--- src/rtl/seq_pkg.sv ---
// ---------------------------------------------------------------------------
// seq_pkg
// Shared definitions for the AM2910-style microprogram sequencer:
//   - ADDR_W_DEFAULT : default microprogram address width
//   - OP_*           : 4-bit microinstruction opcodes
//   - SEL_*          : next-address (Y) source select encoding
//   - RA_*           : register/counter (R) update action encoding
// ---------------------------------------------------------------------------
package seq_pkg;

   localparam int ADDR_W_DEFAULT = 12;

   localparam logic [3:0] OP_JZ   = 4'd0;
   localparam logic [3:0] OP_CJS  = 4'd1;
   localparam logic [3:0] OP_JMAP = 4'd2;
   localparam logic [3:0] OP_CJP  = 4'd3;
   localparam logic [3:0] OP_PUSH = 4'd4;
   localparam logic [3:0] OP_JSRP = 4'd5;
   localparam logic [3:0] OP_CJV  = 4'd6;
   localparam logic [3:0] OP_JRP  = 4'd7;
   localparam logic [3:0] OP_RFCT = 4'd8;
   localparam logic [3:0] OP_RPCT = 4'd9;
   localparam logic [3:0] OP_CRTN = 4'd10;
   localparam logic [3:0] OP_CJPP = 4'd11;
   localparam logic [3:0] OP_LDCT = 4'd12;
   localparam logic [3:0] OP_LOOP = 4'd13;
   localparam logic [3:0] OP_CONT = 4'd14;
   localparam logic [3:0] OP_TWB  = 4'd15;

   localparam logic [2:0] SEL_D    = 3'd0;
   localparam logic [2:0] SEL_R    = 3'd1;
   localparam logic [2:0] SEL_F    = 3'd2;
   localparam logic [2:0] SEL_UPC  = 3'd3;
   localparam logic [2:0] SEL_ZERO = 3'd4;

   localparam logic [1:0] RA_NONE = 2'd0;
   localparam logic [1:0] RA_DEC  = 2'd1;
   localparam logic [1:0] RA_LOAD = 2'd2;

endpackage

--- src/rtl/seq_decode.sv ---
// ---------------------------------------------------------------------------
// seq_decode
// Purely combinational microinstruction decoder.
// Ports:
//   instr  in  4  opcode
//   pass   in  1  condition test result (1 = pass)
//   rz     in  1  R register is zero
//   sel    out 3  Y source select (SEL_*)
//   push   out 1  stack push request
//   pop    out 1  stack pop request
//   clear  out 1  stack clear request
//   r_act  out 2  R update action (RA_*)
//   pl_n   out 1  pipeline-register enable, active low
//   map_n  out 1  mapping-PROM enable, active low
//   vect_n out 1  vector-PROM enable, active low
// ---------------------------------------------------------------------------
module seq_decode
   import seq_pkg::*;
(
   input  logic [3:0] instr,
   input  logic       pass,
   input  logic       rz,
   output logic [2:0] sel,
   output logic       push,
   output logic       pop,
   output logic       clear,
   output logic [1:0] r_act,
   output logic       pl_n,
   output logic       map_n,
   output logic       vect_n
);

   always_comb begin
      sel   = SEL_UPC;
      push  = 1'b0;
      pop   = 1'b0;
      clear = 1'b0;
      r_act = RA_NONE;
      case (instr)
         OP_JZ: begin
            sel   = SEL_ZERO;
            clear = 1'b1;
         end
         OP_CJS: begin
            sel  = pass ? SEL_D : SEL_UPC;
            push = pass;
         end
         OP_JMAP: sel = SEL_D;
         OP_CJP:  sel = pass ? SEL_D : SEL_UPC;
         OP_PUSH: begin
            push  = 1'b1;
            r_act = pass ? RA_LOAD : RA_NONE;
         end
         OP_JSRP: begin
            sel  = pass ? SEL_D : SEL_R;
            push = 1'b1;
         end
         OP_CJV: sel = pass ? SEL_D : SEL_UPC;
         OP_JRP: sel = pass ? SEL_D : SEL_R;
         OP_RFCT: begin
            // Loop back to the stacked address until the count runs out.
            sel   = rz ? SEL_UPC : SEL_F;
            pop   = rz;
            r_act = rz ? RA_NONE : RA_DEC;
         end
         OP_RPCT: begin
            sel   = rz ? SEL_UPC : SEL_D;
            r_act = rz ? RA_NONE : RA_DEC;
         end
         OP_CRTN: begin
            sel = pass ? SEL_F : SEL_UPC;
            pop = pass;
         end
         OP_CJPP: begin
            sel = pass ? SEL_D : SEL_UPC;
            pop = pass;
         end
         OP_LDCT: r_act = RA_LOAD;
         OP_LOOP: begin
            sel = pass ? SEL_UPC : SEL_F;
            pop = pass;
         end
         OP_CONT: sel = SEL_UPC;
         OP_TWB: begin
            // Three-way branch: exit on pass, count via F, or branch to D
            // once the counter is exhausted.
            if (pass) begin
               sel = SEL_UPC;
               pop = 1'b1;
            end else if (!rz) begin
               sel   = SEL_F;
               r_act = RA_DEC;
            end else begin
               sel = SEL_D;
               pop = 1'b1;
            end
         end
         default: sel = SEL_UPC;
      endcase
   end

   assign map_n  = (instr != OP_JMAP);
   assign vect_n = (instr != OP_CJV);
   assign pl_n   = (instr == OP_JMAP) || (instr == OP_CJV);

endmodule

--- src/rtl/seq_ctrl.sv ---
// ---------------------------------------------------------------------------
// seq_ctrl
// Microprogram sequencer control core: owns uPC and R, selects Y and drives
// the request side of an external LIFO stack.
// Ports:
//   clk, reset_n          clock (rising edge), async active-low reset
//   instr[3:0]            microinstruction opcode
//   cc_n, ccen_n          condition code / condition enable (active low)
//   ci                    carry into the uPC incrementer
//   rld_n                 unconditional R load from D (active low)
//   d_in                  direct address / count input
//   y_out                 next microprogram address (combinational)
//   pl_n, map_n, vect_n   source enables (exactly one low)
//   full_n                stack-full flag (inverted stk_full)
//   stk_push/pop/clear    stack requests, stk_din = push data (uPC)
//   stk_dout              stack top F
//   stk_full, stk_empty   stack status
// ---------------------------------------------------------------------------
module seq_ctrl
   import seq_pkg::*;
#(
   parameter int ADDR_W = ADDR_W_DEFAULT
)
(
   input  logic              clk,
   input  logic              reset_n,
   input  logic [3:0]        instr,
   input  logic              cc_n,
   input  logic              ccen_n,
   input  logic              ci,
   input  logic              rld_n,
   input  logic [ADDR_W-1:0] d_in,
   output logic [ADDR_W-1:0] y_out,
   output logic              pl_n,
   output logic              map_n,
   output logic              vect_n,
   output logic              full_n,
   output logic              stk_push,
   output logic              stk_pop,
   output logic              stk_clear,
   output logic [ADDR_W-1:0] stk_din,
   input  logic [ADDR_W-1:0] stk_dout,
   input  logic              stk_full,
   input  logic              stk_empty
);

   logic [ADDR_W-1:0] upc;
   logic [ADDR_W-1:0] r_reg;
   logic              pass;
   logic              rz;
   logic [2:0]        sel;
   logic              push;
   logic              pop;
   logic              clear;
   logic [1:0]        r_act;
   logic              empty_unused;

   assign pass = ccen_n | ~cc_n;
   assign rz   = (r_reg == '0);

   // Empty is status only; the stack returns F=0 when empty.
   assign empty_unused = stk_empty;

   seq_decode u_decode (
      .instr  (instr),
      .pass   (pass),
      .rz     (rz),
      .sel    (sel),
      .push   (push),
      .pop    (pop),
      .clear  (clear),
      .r_act  (r_act),
      .pl_n   (pl_n),
      .map_n  (map_n),
      .vect_n (vect_n)
   );

   always_comb begin
      y_out = upc;
      case (sel)
         SEL_D:    y_out = d_in;
         SEL_R:    y_out = r_reg;
         SEL_F:    y_out = stk_dout;
         SEL_ZERO: y_out = '0;
         default:  y_out = upc;
      endcase
   end

   // Gate requests with reset so no stack operation leaks out while held.
   assign stk_push  = push  & reset_n;
   assign stk_pop   = pop   & reset_n;
   assign stk_clear = clear & reset_n;
   assign stk_din   = upc;
   assign full_n    = ~stk_full;

   always_ff @(posedge clk or negedge reset_n) begin
      if (!reset_n) begin
         upc   <= '0;
         r_reg <= '0;
      end else begin
         upc <= y_out + {{(ADDR_W-1){1'b0}}, ci};
         // External load wins over both decrement and opcode load.
         if (!rld_n)
            r_reg <= d_in;
         else if (r_act == RA_LOAD)
            r_reg <= d_in;
         else if (r_act == RA_DEC)
            r_reg <= r_reg - {{(ADDR_W-1){1'b0}}, 1'b1};
      end
   end

endmodule

--- config.mk ---
export PLATFORM = sky130hd
export DESIGN_NAME = seq_ctrl
export DESIGN_NICKNAME = d
export VERILOG_FILES = /design/src/rtl/seq_pkg.sv /design/src/rtl/seq_decode.sv /design/src/rtl/seq_ctrl.sv
export SDC_FILE = /design/constraint.sdc
export NUM_CORES = 1
export LEC_CHECK = 0
export ABC_AREA = 1
export BUFFER_PORTS_ARGS = -buffer_cell sky130_fd_sc_hd__buf_4
export CORE_UTILIZATION = 33
export CTS_CLUSTER_DIAMETER = 50
export DETAILED_ROUTE_END_ITERATION = 6
export PLACE_DENSITY = 0.56
export SLEW_MARGIN = 20
export SYNTH_ARGS = -nofsm -noshare
export SYNTH_HDL_FRONTEND = slang
export SYNTH_SLANG_ARGS = --single-unit
--- constraint.sdc ---
create_clock -name clk -period 3.98 [get_ports clk]
set_input_delay 0 -clock clk [delete_from_list [all_inputs] [get_ports clk]]
set_output_delay 0 -clock clk [all_outputs]
set_load 0.03 [all_outputs]
=== Word level (Yosys, flattened, before mapping) ===
Index checks and enable logic that the tools add are counted.

* Add/sub/neg operators: 2
* Equality and inequality tests: 22
* Multiplexer cells: 22
* Bitwise logic cells: 6
* Reductions and logical operators: 9

{| class="wikitable"
|+ Operators by type and width
! operator !! number
|-
| $pmux W12 S4 || 1
|-
| $mux W12 || 3
|-
| $eq A4 B4 Y1 const B || 7
|-
| $pmux W3 S9 || 1
|-
| $eq A4 B3 Y1 const B || 4
|-
| $add A12 B1 Y12 || 1
|-
| $logic_not A12 Y1 || 1
|-
| $sub A12 B1 Y12 const B || 1
|-
| $mux W2 || 5
|-
| $eq A4 B2 Y1 const B || 2
|-
| $mux W1 || 8
|-
| $pmux W2 S4 || 1
|-
| $reduce_or A2 Y1 || 3
|-
| $eq A4 B1 Y1 const B || 1
|-
| $logic_not A4 Y1 || 1
|-
| $ne A4 B2 Y1 const B || 1
|-
| $ne A4 B3 Y1 const B || 1
|-
| $reduce_or A4 Y1 || 1
|-
| $and A1 B1 Y1 || 3
|-
| $eq A3 B1 Y1 const B || 1
|-
| $eq A3 B2 Y1 const B || 1
|-
| $eq A3 B3 Y1 const B || 1
|-
| $logic_not A3 Y1 || 1
|-
| $mux W3 || 1
|-
| 9 further kinds || 10
|}

* Bits in registers: 24
* Input port bits: 36
* Output and inout bits: 31
* Logic and storage cells: 63

=== Depth between registers and ports, before layout ===
Gate-level depths: netlist of the first run.

* Depth after elaboration: 8
* Gate-level depth with buffers: 21
* Mapped depth without buffers: 20

=== Hierarchy ===
Synthesis of the first run repeated with hierarchy kept, for this count alone.

* Cells, all modules: 332
* Area, all modules: 2185.8 um2

{| class="wikitable"
|+ By module, submodules not included
! module !! instances !! cells an instance !! area each (um2)
|-
| seq_ctrl || 1 || 272 || 1909.3
|-
| seq_decode || 1 || 60 || 276.5
|}

=== Least setup slack after synthesis of the first run ===
Ideal clock, no wire load.

* Kind: register -> register
* Start: register r_reg[0]
* End: register upc[8] (netlist: stk_din[8])
* Library setup time: 0.123 ns
* Arrival time: 2.727 ns
* Required time: 3.857 ns
* Slack: 1.130 ns
* Stages on the path, launching flop included: 21
* Buffers on the path: 1
* Clock period less this slack: 2.850 ns
* Cells stage by stage: dfrtp_1 > inv_1 > ha_1 > nand3_1 > nor2_4 > nand3_2 > nand2_2 > inv_2 > nor2_2 > buf_6 > nand3_1 > nand3_1 > o21ai_0 > inv_1 > ha_1 > ha_1 > inv_1 > nor2_4 > nand2_2 > o21ai_1 > nand2_1

* Longest elaborated chain between the ends: 7
* Elaborated cells on any way between the ends: 12

{| class="wikitable"
|+ RTL lines
! element !! RTL line !! text
|-
| start, declared || seq_ctrl.sv:48 || <nowiki>logic [ADDR_W-1:0] r_reg;</nowiki>
|-
| start signal, assigned || seq_ctrl.sv:104 || <nowiki>r_reg <= d_in;</nowiki>
|-
| start signal, assigned || seq_ctrl.sv:106 || <nowiki>r_reg <= d_in;</nowiki>
|-
| start signal, assigned || seq_ctrl.sv:108 || <nowiki>r_reg <= r_reg - {{(ADDR_W-1){1'b0}}, 1'b1};</nowiki>
|-
| $logic_not A12 Y1 || seq_ctrl.sv:59 || <nowiki>assign rz = (r_reg == '0);</nowiki>
|-
| $mux W2 || seq_decode.sv:90 || <nowiki>end else if (!rz) begin</nowiki>
|-
| $mux W3 || seq_decode.sv:87 || <nowiki>if (pass) begin</nowiki>
|-
| $pmux W3 S9 || seq_decode.sv:39 || <nowiki>case (instr)</nowiki>
|-
| $eq A3 B3 Y1, or another cell as far along || seq_ctrl.sv:80 || <nowiki>case (sel)</nowiki>
|-
| $pmux W12 S4 * || seq_ctrl.sv:80 ||
|-
| named net y_out[0] || seq_ctrl.sv:33 || <nowiki>output logic [ADDR_W-1:0] y_out,</nowiki>
|-
| $add A12 B1 Y12 * || seq_ctrl.sv:101 || <nowiki>upc <= y_out + {{(ADDR_W-1){1'b0}}, ci};</nowiki>
|-
| end signal, assigned || seq_ctrl.sv:101 ||
|-
| end, declared || seq_ctrl.sv:47 || <nowiki>logic [ADDR_W-1:0] upc;</nowiki>
|}

Mark *: on every way through the listed nets, which the timed path passes. The rest lies on a longest branch.
A chain may end at the register's enable or synchronous reset.

=== Worst setup path after layout of the first run ===
* Start: register r_reg[0]
* End: register upc[8] (netlist: stk_din[8])

* Longest elaborated chain between the ends: 7
* Elaborated cells on any way between the ends: 12

{| class="wikitable"
|+ RTL lines
! element !! RTL line
|-
| $logic_not A12 Y1 || seq_ctrl.sv:59
|-
| $mux W2 || seq_decode.sv:90
|-
| $mux W3 || seq_decode.sv:87
|-
| $pmux W3 S9 || seq_decode.sv:39
|-
| $eq A3 B3 Y1, or another cell as far along || seq_ctrl.sv:80
|-
| $pmux W12 S4 * || seq_ctrl.sv:80
|-
| $add A12 B1 Y12 * || seq_ctrl.sv:101
|}

Mark *: on every way between the ends. The rest lies on a longest branch, timed or not.

==> results of run 1 <==
-- logic make-up (layout without fill, tap and decap cells) --
logic type,Yosys count,count (layout),share of synthesized area [%]
xor gates and xnor gates,9,9,3.32
AOI/OAI and AO/OA,29,29,8.49
and+or+nand+nor,211,211,51.1
adders and majority gates,4,4,2.11
DFF,24,24,25.3
buffers and inverters,48,123,9.70
-- path summary, 6_finish.rpt --
| kind | start | endpoint | slack (ps) |
|---|---|---|---|
| min in group asynchronous | reset_n | stk_din[4] | 180 |
| setup / recovery | r_reg[0] | stk_din[8] | 1010 |
| hold / removal | d_in[9] | r_reg[9] | 5 |
| max in group asynchronous | reset_n | r_reg[4] | 3530 |
| hold reg to reg | r_reg[6] | r_reg[6] | 620 |
| setup reg to reg | r_reg[0] | stk_din[8] | 1010 |
-- through the flow --
stage	worst slack (ps)	utilization [%]
4_1_cts	1000	45.0
3_3_place_gp	1040	42.7
3_5_place_dp	1010	42.7
5_1_grt	717	45.0
6_report	1010	45.0
2_1_floorplan	1130	-
-- layer usage --
metal	wire length (um)	GRT usage, %
met3	248	2.00
met2	3110	30.1
met5	0	0
met1	3400	26.7
met4	55	4.70
-- power by group --
| group | switching [mW] | internal [mW] |
|---|---|---|
| clock | 0.0844 | 0.0679 |
| combinational | 0.318 | 0.180 |
| sequential | 0.0331 | 0.282 |
| total | 0.435 | 0.530 |
-- area by class of cell --
class / instances / area (um^2)
fill: 727 / 3780
tap: 96 / 120
clock buffer: 3 / 41.3
multi-input combinational: 253 / 1540
inverter: 40 / 156
timing repair buffer: 80 / 631
sequential: 24 / 601
-- worst register-to-register path: cells and delay by family, from the launching register on --
family	cells	cell delay, ps
and+or+nand+nor	10	1020
buffers and inverters	5	560
adders and majority gates	3	710
AOI/OAI and AO/OA	2	200
DFF	1	380
-- timing repair --
action	CTS	global route
endpoints found under the hold margin	35	0
hold buffers	12	0
resized for setup	0	0
setup endpoints to repair	0	0
-- placed cells by master (no fill, tap or decap), drive strengths merged --
cell type	Yosys	layout
nand3b	3	3
o311ai	4	4
clkbuf	0	3
nand3	53	53
and2	1	1
dfrtp	24	24
clkinv	1	1
o31ai	1	1
a2111oi	1	1
ha	4	4
dlygate4sd3	0	12
o21ai	7	7
o211ai	4	4
nor2	52	52
nand4	12	12
o221ai	4	4
xnor2	2	2
buf	8	68
o22ai	2	2
a21oi	6	6
xor2	7	7
or2	2	2
nor3	2	2
nand2	86	86
inv	39	39
==> summary.md, run 1 <==
| Metric | Value |
|---|---|
| Leakage power | 1.46 nW |
| Clk slew on worst S/H paths | 90 ps |
| Largest net degree at the start of global routing | 27 |
| Post-synthesis sequential area ratio | around 25% |
| WP buf/inv | 5 |
| Final setup TNS | 0 ps |
| Tmin final | just under 3000 ps |
| H-tree depth | 1 |
| Yosys top cell area share | 25.3% |
| Final Hold Fails | 0 |
| Critical path class | flip-flop to flip-flop |
| Core area | 6870 um^2 |
| Die W | 86.8 um |
| Final setup violation count | 0 |
| Worst Clk Skew | 4.61 ps |
| Share of layout cells above drive strength 1 | 33.5% |
| CP endpoint kind | flip-flop |
| Root Driver | clkbuf_8 |
| Gr usage total | 18.7% |
| Worst skew pair latency | 270 ps |
| Slew HR | 59.6% |
| P per Cell Area | 312 nW/um^2 |
| Initial Util | 34.6% |
| Worst Path Required | 4150 ps |
| DRC violations left | 0 |
| CTS Buf Count | 3 |
| Top cells by area, synth | dfrtp_1 25%, nand2_1 12%, nand3_1 9.1%, inv_1 4.9%, nor2_4 4.7% |
| Vias per inst | 4.80 |
| GPL Wtd Cong | 0.846 |
| Slew Limit Fails | 0 |
| # rows | 30 |
| Hold Slack | 4.66 ps |
| Vias in the first global route | 2252 |
| Ys Warns | 0 |
| Post-synth ARST share | 100% |
| Syn Area/Cell | 7.30 um^2 |
| Final WL | 6.81 mm |
| Syn-to-layout area delta | 30.3% |
| DRT Pass-1 Iters | 4 |
| Post-Syn Area | about 2400 um^2 |
| Critical path fanouts, max | 12 |
| Count leader, synth | nand2_1 |
| Max-Cap Viols | 0 |
| RSZ-0062 raised after global routing | no |
| Setup bufs post-CTS | 0 |
| Synth Flop Type | dfrtp_1 |
| Placed Cells | 481 |
| Slowest stage cell on the critical path | dfrtp_1 |
| PortBufs | 65 |
| CTS tree | built |
| Largest area contributor in the netlist | dfrtp_1 |
| Synthesized instance count | 325 |
| Max Clock Freq | approximately 340 MHz |
| Tcrit/Tclk final | 74.6% |
| DPL Wire Length | 5.50 mm |
| Distinct cells, synth | 39 |
| Crit path max-delay family | simple AND/OR/NAND/NOR gates |
| Nets | 442 |
| I/O Pins | 67 |
| 1st-iter DRT viols | 79 |
| VDD IR max | 0.000182 V |
| Ant diodes | 0 |
| Hold depth | 3 |
| Mapped Nets | 365 |
| Vias after detailed routing | 2383 |
| Synthesized flop and latch total | 24 |
| Die height | roughly 87 um |
| CP arrival | about 3100 ps |
| Die ar. | 7540 um^2 |
| Worst reg2reg path depth | 20 |
| Placed cell area | 2930 um^2 |
| Clock sink total | 24 |
| Final cell count without fillers | 496 |
| Drt wl/cell | 13.7 um |
| Post-route cell area | 3090 um^2 |
| CP Launch Type | flip-flop |
| GRT overflow | 0 |
| Status | finished clean |
| First-pass GRT wire length | 10.9 mm |
| Antenna violations before repair | 0 |
| Power, Total | 966 uW |
| Logic depth of the worst setup path including buffers | 20 |
| Post-synth EDFFs | 0 |
| List of most frequent post-synthesis cells | 75 x nand2_1, 43 x nand3_1, 31 x inv_1, 29 x nor2_1, 24 x dfrtp_1 |
| Post-detailed-route count of antenna-violating nets | 0 |
| Longest Clk Path Bufs | 2 |
| Worst Tran Pin Value | 591 ps |
| Crit path cell chain | inv_1, ha_1, nand3_1, nor2_4, nand3_2, nand2_2, inv_2, nor2_2, buf_4, nand3_1, nand3_1, o21ai_0, inv_1, ha_1, ha_1, inv_1, nor2_4, nand2_2, o21ai_1, nand2_1 |
| CP peak stage delay | between 300 and 400 ps |
| Hold Crit Class | primary input to flip-flop |
Note: power is estimated with default switching activity, not from simulation.
==> inputs of run 2 (changes only) <==
--- a/config.mk
+++ b/config.mk
@@ -10,7 +10,7 @@
 export CORE_UTILIZATION = 33
 export CTS_CLUSTER_DIAMETER = 50
 export DETAILED_ROUTE_END_ITERATION = 6
-export PLACE_DENSITY = 0.56
+export PLACE_DENSITY = 0.58
 export SLEW_MARGIN = 20
 export SYNTH_ARGS = -nofsm -noshare
 export SYNTH_HDL_FRONTEND = slang
==> constraint.sdc (replaced) <==
create_clock -name clk -period 2.5 [get_ports clk]
set_input_delay 0 -clock clk [delete_from_list [all_inputs] [get_ports clk]]
set_output_delay 0 -clock clk [all_outputs]
set_load 0.03 [all_outputs]
==> run 2 against run 1 <==
  * Routed wire length increased by 5.7%
  * Sequential share of layout area decreased by 1.6 points
  * Sequential power increased by 58%
  * Clock skew increased by 1.8 ps
  * Critical path type unchanged
  * Highest routed layer unchanged
==> summary.md, run 2 (same netlist as run 1, synthesis figures left out) <==
| Metric | Value |
|---|---|
| Status | finished clean |
| Post-detailed-route count of antenna-violating nets | 0 (unchanged) |
| DRC violations left | 0 (unchanged) |
| Leakage power | 1.60 nW (+10%) |
| Die height | 86.8 um (unchanged) |
| CP endpoint kind | flip-flop |
| Die W | 86.8 um (unchanged) |
| Vias in the first global route | 2389 (+6.1%) |
| Gr usage total | 19.9% (+1.1 points) |
| CP Launch Type | flip-flop |
| I/O Pins | 67 (unchanged) |
| Hold Crit Class | primary input to flip-flop |
| Commonest non-fill, non-tap cells in the layout | 92 x buf_4, 75 x nand2_1, 40 x nand3_1 |
| Routing usage on met1 | 27.9% (+1.2 points) |
| Slew HR | 63.2% (+3.7 points) |
| Vias after detailed routing | 2507 (+5.2%) |
| VDD IR max | 0.000256 V (+40%) |
| Vias per inst | 4.81 (+0.16%) |
| Worst Clk Skew | 6.44 ps (+1.83 ps) |
| Final Hold Fails | 0 (unchanged) |
| Syn-to-layout area delta | 42.3% |
| Final setup TNS | 0 ps (unchanged) |
| Clk slew on worst S/H paths | 100 ps (about the same) |
| Tmin final | 2360 ps (-613 ps) |
| Critical path fanouts, max | 6 (-6) |
| CTS Buf Count | 3 (unchanged) |
| Final WL | 7.20 mm (+5.7%) |
| Slowest stage cell on the critical path | dfrtp_1 |
| Most common cell after layout, fill and taps aside | buf_4 |
| DRT Pass-1 Iters | 4 (unchanged) |
| Final cell count without fillers | 521 (+5.0%) |
| P per Cell Area | 499 nW/um^2 (+60%) |
| Core area | 6870 um^2 (unchanged) |
| Tcrit/Tclk final | 94.2% (+20 points) |
| Initial Util | 34.6% (unchanged) |
| # fillers | 703 (-3.3%) |
| Antenna violations before repair | 0 (unchanged) |
| Largest net degree at the start of global routing | 27 (unchanged) |
| H-tree depth | 1 (unchanged) |
| Ant diodes | 0 (unchanged) |
| 1st-iter DRT viols | 140 (+77%) |
| Share of layout cells above drive strength 1 | 40.5% (+7.0 points) |
| Busiest grt layer | met2 |
| PortBufs | 65 (unchanged) |
| First-pass GRT wire length | 11.5 mm (+5.8%) |
| # rows | 30 (unchanged) |
| Worst skew pair latency | 280 ps (about the same) |
| Slew Limit Fails | 0 (unchanged) |
| Nets | 466 (+5.4%) |
| GPL Wtd Cong | 0.883 (+4.5%) |
| CTS tree | built |
| Final setup violation count | 0 (unchanged) |
| Root Driver | clkbuf_8 |
| Met3 usage | 2.76% (+0.76 points) |
| Crit path cell chain | inv_2, ha_4, nand3_4, nor2_4, nand3_2, nand2_4, nand3_4, buf_4, nand2_8, buf_4, or2_0, nand2_2, nor2_1, nand2_4, o21ai_2, nand2_1 |
| Critical path class | flip-flop to flip-flop |
| CP arrival | 2540 ps (-600 ps) |
| Die ar. | 7540 um^2 (unchanged) |
| Max Clock Freq | 424 MHz (+26%) |
| Met2 Use GR | 31.9% (+1.9 points) |
| CP peak stage delay | 410 ps (+30 ps) |
| Max-Cap Viols | 0 (unchanged) |
| Worst Path Required | 2680 ps (-1470 ps) |
| Longest Clk Path Bufs | 2 (unchanged) |
| Clock sink total | 24 (unchanged) |
| Worst Tran Pin Value | 538 ps (-53.4 ps) |
| DPL Wire Length | 5.80 mm (+5.5%) |
| GRT overflow | 0 (unchanged) |
| Drt wl/cell | 13.8 um (+0.67%) |
| Placed Cells | 493 (+2.5%) |
-- run 2: critical path: cells and delay by family (launching register included) --
kind	cells	cell delay (ps)
and+or+nand+nor	11	1140
adders and majority gates	1	150
DFF	1	410
buffers and inverters	3	430
AOI/OAI and AO/OA	1	130
-- run 2: final cells by class --
| class | count | area (um^2) | area share [%] |
|---|---|---|---|
| Multi-Input combinational cell | 253 | 1640 | 48.4 |
| Timing Repair Buffer | 104 | 811 | 24.0 |
| Sequential cell | 24 | 601 | 17.8 |
| Inverter | 40 | 156 | 4.63 |
| Tap cell | 96 | 120 | 3.56 |
| Clock buffer | 4 | 55.1 | 1.63 |
-- run 2: through the flow --
step                      power (mW)  util (%)  hold slack (ps)  worst slack [ps]  cell area, um^2
after CTS                       1.65      47.2             6.38              81.8             3240
after global placement          1.35      44.7            -56.9               137             3070
after global routing            1.79      49.2             26.9             -17.9             3380
after detailed placement        1.35      44.7            -55.3              97.2             3070
final                           1.68      49.2             18.6               144             3380
after floorplan                 1.05         -             -296              18.0             2420
-- run 2: final timing paths --
kind,from,end,slack (ps),cells after the start
max in group asynchronous,reset_n,r_reg[4],2060,2
min in group asynchronous,reset_n,stk_din[2],160,2
max,r_reg[1],stk_din[8],140,16
max reg2reg,r_reg[1],stk_din[8],140,16
min,d_in[10],r_reg[10],20,3
min reg2reg,r_reg[6],r_reg[6],610,2
-- run 2: per-layer routing --
layer | part of all wire [%] | routed length, um
met1 | 48 | 3450
met2 | 45 | 3210
met3 | 6.6 | 474
met4 | 1.0 | 74
met5 | 0 | 0
-- run 2: where the power goes --
group          leakage [nW]  switching, mW  total (mW)  internal (mW)
registers             0.292         0.0481       0.497          0.449
logic                  1.28          0.549       0.905          0.357
clock network        0.0288          0.141       0.282          0.141
-- run 2: repair_timing --
item | in CTS | in global routing
setup buffers | 0 | 12
setup endpoints to repair | 0 | 4
hold buffers | 12 | 0
hold endpoints to repair | 35 | 0
gates resized for setup | 0 | 10
==> inputs of run 3 (changes only) <==
--- a/config.mk
+++ b/config.mk
@@ -5,12 +5,11 @@
 export SDC_FILE = /design/constraint.sdc
 export NUM_CORES = 1
 export LEC_CHECK = 0
-export ABC_AREA = 1
 export BUFFER_PORTS_ARGS = -buffer_cell sky130_fd_sc_hd__buf_4
 export CORE_UTILIZATION = 33
 export CTS_CLUSTER_DIAMETER = 50
 export DETAILED_ROUTE_END_ITERATION = 6
-export PLACE_DENSITY = 0.58
+export PLACE_DENSITY = 0.6
 export SLEW_MARGIN = 20
 export SYNTH_ARGS = -nofsm -noshare
 export SYNTH_HDL_FRONTEND = slang
==> run 3 against run 2 <==
  * The run now ends with negative setup slack left
  * Global-route usage is 3.0 points higher
  * Clock skew is 1.0 ps lower
  * Sequential share of layout area is 0.96 points lower
  * Utilization is 19 points higher
  * Routed wire length is 0.25% higher
  * Maximum frequency is 29% lower
  * Critical path type unchanged
  * Critical endpoint is now stk_din[11]
==> summary.md, run 3 <==
| Metric | Value |
|---|---|
| Status | complete, but fails checks |
| Violated checks | negative setup slack |
| Worst reg2reg path depth | 14 (-2) |
| Compound-Gate Fraction of Synth Area | 20.9% (+12 points) |
| Hold Crit Class | primary input to flip-flop |
| Top cells by area, synth | dfrtp_1 32%, nand2_1 4.3%, mux2i_1 3.8%, xnor2_1 3.8%, a222oi_1 3.2% |
| Met3 wire len | 463 um (-2.3%) |
| Wl on met1 | 2.97 mm (-14%) |
| Nets | 399 (-14%) |
| Hold depth | 3 (unchanged) |
| Hold Path End | r_reg[4] |
| RR Endpoint | stk_din[11] |
| Share of layout cells above drive strength 1 | 54.5% (+14 points) |
| Count leader, synth | dfrtp_1 |
| CP arrival | 3510 ps (+970 ps) |
| Mapped Nets | 250 (-32%) |
| Post-Syn Area | 1850 um^2 (-22%) |
| Worst Tran Pin Value | 469 ps (-68.7 ps) |
| Die height | 76.9 um (-11%) |
| Worst Path Required | 2690 ps (about the same) |
| List of most frequent post-synthesis cells | 24 x dfrtp_1, 21 x nand2_1, 14 x nor2_1, 11 x a21oi_1, 11 x inv_1 |
| Critical path class | flip-flop to flip-flop |
| Tcrit/Tclk final | 133% (+39 points) |
| Max Clock Freq | 301 MHz (-29%) |
| Final setup violation count | 24 (+24) |
| CP peak stage delay | 400 ps (about the same) |
| GRT overflow | 0 (unchanged) |
| Root Driver | clkbuf_8 |
| Synthesized flop and latch total | 24 (unchanged) |
| Largest net degree at the start of global routing | 28 (+3.7%) |
| H-tree depth | 1 (unchanged) |
| Post-route cell area | 3570 um^2 (+5.7%) |
| Final Hold Fails | 0 (unchanged) |
| Met2 routed WL | 3.64 mm (+13%) |
| Gr usage total | 22.9% (+3.0 points) |
| Commonest non-fill, non-tap cells in the layout | 103 x buf_4, 38 x buf_6, 24 x dfrtp_1 |
| DPL Wire Length | 4.71 mm (-19%) |
| Drt wl/cell | 16.9 um (+22%) |
| Clk slew on worst S/H paths | 100 ps (about the same) |
| Clock sink total | 24 (unchanged) |
| Synth Area in Adders | 2.70% (+0.59 points) |
| Syn Area/Cell | 8.82 um^2 (+21%) |
| PortBufs | 65 (unchanged) |
| Post-synth EDFFs | 0 (unchanged) |
| Synth Flop Type | dfrtp_1 |
| WP buf/inv | 4 (+1) |
| Longest Clk Path Bufs | 2 (unchanged) |
| Ant diodes | 0 (unchanged) |
| CP endpoint kind | flip-flop |
| Vias per inst | 5.48 (+14%) |
| Post-detailed-route count of antenna-violating nets | 0 (unchanged) |
| Footprint of the multi-input gates | 1450 um^2 (-11%) |
| CTS tree | built |
| First-pass GRT wire length | 10.7 mm (-7.3%) |
| Synthesized instance count | 210 (-35%) |
| 1st-iter DRT viols | 177 (+26%) |
| Yosys top cell area share | 32.4% (+7.1 points) |
| P per Cell Area | 538 nW/um^2 (+7.9%) |
| Largest family of logic cells by synthesized area | simple AND/OR/NAND/NOR gates |
| Hold Slack | 43.0 ps (+24.4 ps) |
| HP Start | rld_n |
| Syn-to-layout area delta | 92.8% |
| Leakage power | 1.64 nW (+2.5%) |
| Critical path fanouts, max | 7 (+1) |
| Top sig layer | met4 |
| Slew HR | 68.7% (+5.4 points) |
| Die ar. | 5920 um^2 (-22%) |
| CTS Buf Count | 3 (unchanged) |
| Slowest stage cell on the critical path | dfrtp_1 |
| Dpl ws | -666 ps (-763 ps) |
| Post-synthesis mux area share | 8.24% (+8.2 points) |
| Ys Warns | 0 (unchanged) |
| Largest area contributor in the netlist | dfrtp_1 |
| Tmin final | 3320 ps (+963 ps) |
| Flop2flop setup slack | -820 ps (-960 ps) |
| DRT Pass-1 Iters | 5 (+1) |
| Post-route setup slack | -819 ps (-963 ps) |
| VDD IR max | 0.000344 V (+35%) |
| # fillers | 421 (-40%) |
| Core area | 5270 um^2 (-23%) |
| Placed cell area | 2760 um^2 (-10%) |
| Crit path max-delay family | simple AND/OR/NAND/NOR gates |
| Antenna violations before repair | 0 (unchanged) |
| Startpoint of the worst register-to-register path | r_reg[0] |
| Vias in the first global route | 2190 (-8.3%) |
| Vias after detailed routing | 2345 (-6.5%) |
| Reg area | 601 um^2 (unchanged) |
| RSZ-0062 raised after global routing | yes |
| Worst Clk Skew | 5.44 ps (-1.00 ps) |
| # rows | 26 (-13%) |
| Slew Limit Fails | 0 (unchanged) |
| DRC violations left | 0 (unchanged) |
| Max-Cap Viols | 0 (unchanged) |
| Post-synthesis sequential area ratio | 32.4% (+7.1 points) |
| Worst skew pair latency | 290 ps (about the same) |
| GPL Wtd Cong | 0.862 (-2.5%) |
| Initial Util | 35.1% (+0.58 points) |
| Post-synth ARST share | 100% (unchanged) |
| Most common cell after layout, fill and taps aside | buf_4 |
| CP Launch Type | flip-flop |
| Die W | 76.9 um (-11%) |
| Final WL | 7.22 mm (+0.25%) |
| Post-Synth Simple-Gate Area | 26.1% (-25 points) |
| Crit path cell chain | inv_2, ha_4, or3b_4, nor4_4, or2_4, and2_4, mux2_4, a222oi_1, buf_4, nor4_4, buf_4, buf_6, nand4b_1, xnor2_1 |
| Distinct cells, synth | 55 (+41%) |
| Area share of xor/xnor cells in the synthesized design | 4.73% (+1.4 points) |
| I/O Pins | 67 (unchanged) |
-- run 3: stage by stage --
stage / power, mW / util [%] / setup TNS [ps] / cells
final: 1.92 / 67.8 / -13330 / 428
after global routing: 2.01 / 67.8 / -15500 / 428
after CTS: 1.75 / 61.4 / -11080 / 410
after detailed placement: 1.31 / 52.3 / -7700 / 378
after global placement: 1.30 / 52.3 / -6060 / 378
after floorplan: 0.940 / - / -9580 / 210
-- run 3: how the worst max path moves through the flow --
stage	cells past startpoint	to	startpoint	slack [ps]
2_1_floorplan	12	stk_din[8]	r_reg[0]	-780
3_3_place_gp	12	stk_din[11]	r_reg[1]	-520
3_5_place_dp	12	stk_din[11]	r_reg[0]	-670
4_1_cts	10	y_out[8]	r_reg[6]	-630
5_1_grt	14	stk_din[11]	r_reg[0]	-910
6_report	14	stk_din[11]	r_reg[0]	-820
-- run 3: layout make-up --
| class | count | share of cell area [%] |
|---|---|---|
| Clock buffer | 4 | 1.54 |
| Inverter | 11 | 1.30 |
| Multi-Input combinational cell | 165 | 40.6 |
| Sequential cell | 24 | 16.8 |
| Tap cell | 70 | 2.45 |
| Timing Repair Buffer | 154 | 37.3 |
-- run 3: logic make-up (layout without fill, tap and decap cells) --
group           Yosys count  after routing
simple gates             83             83
buf+inv                  21            169
flops                    24             24
compound gates           54             54
xor+xnor                 10             10
mux                      14             14
fa+ha+maj                 4              4
-- run 3: per-layer routing --
layer | vias to the layer above | global-route usage (%)
li1 | 1088 | -
met1 | 1140 | 29.6
met2 | 104 | 39.1
met3 | 13 | 3.81
met4 | 0 | 5.96
met5 | - | 0
-- run 3: what timing repair did --
item                                   4_1_cts  5_1_grt
endpoints found under the hold margin       36        0
setup endpoints to repair                   26       26
hold buffers                                13        0
pin swaps                                   17       21
buffers inserted                            16       21
gates cloned                                 0        0
resized for setup                           41       42
-- run 3: report_power, final --
part / leakage (nW) / switching [mW] / total (mW) / internal, mW
Clock: 0.0288 / 0.149 / 0.290 / 0.142
Combinational: 1.32 / 0.568 / 1.14 / 0.570
Sequential: 0.293 / 0.0428 / 0.492 / 0.449
Total: 1.64 / 0.760 / 1.92 / 1.16
-- run 3: tightest hold or removal path: cells and delay by family --
kind	cells	cell delay, ps
AO/OA/AOI/OAI	1	90
buffers and inverters	1	130
AND/OR/NAND/NOR	1	80
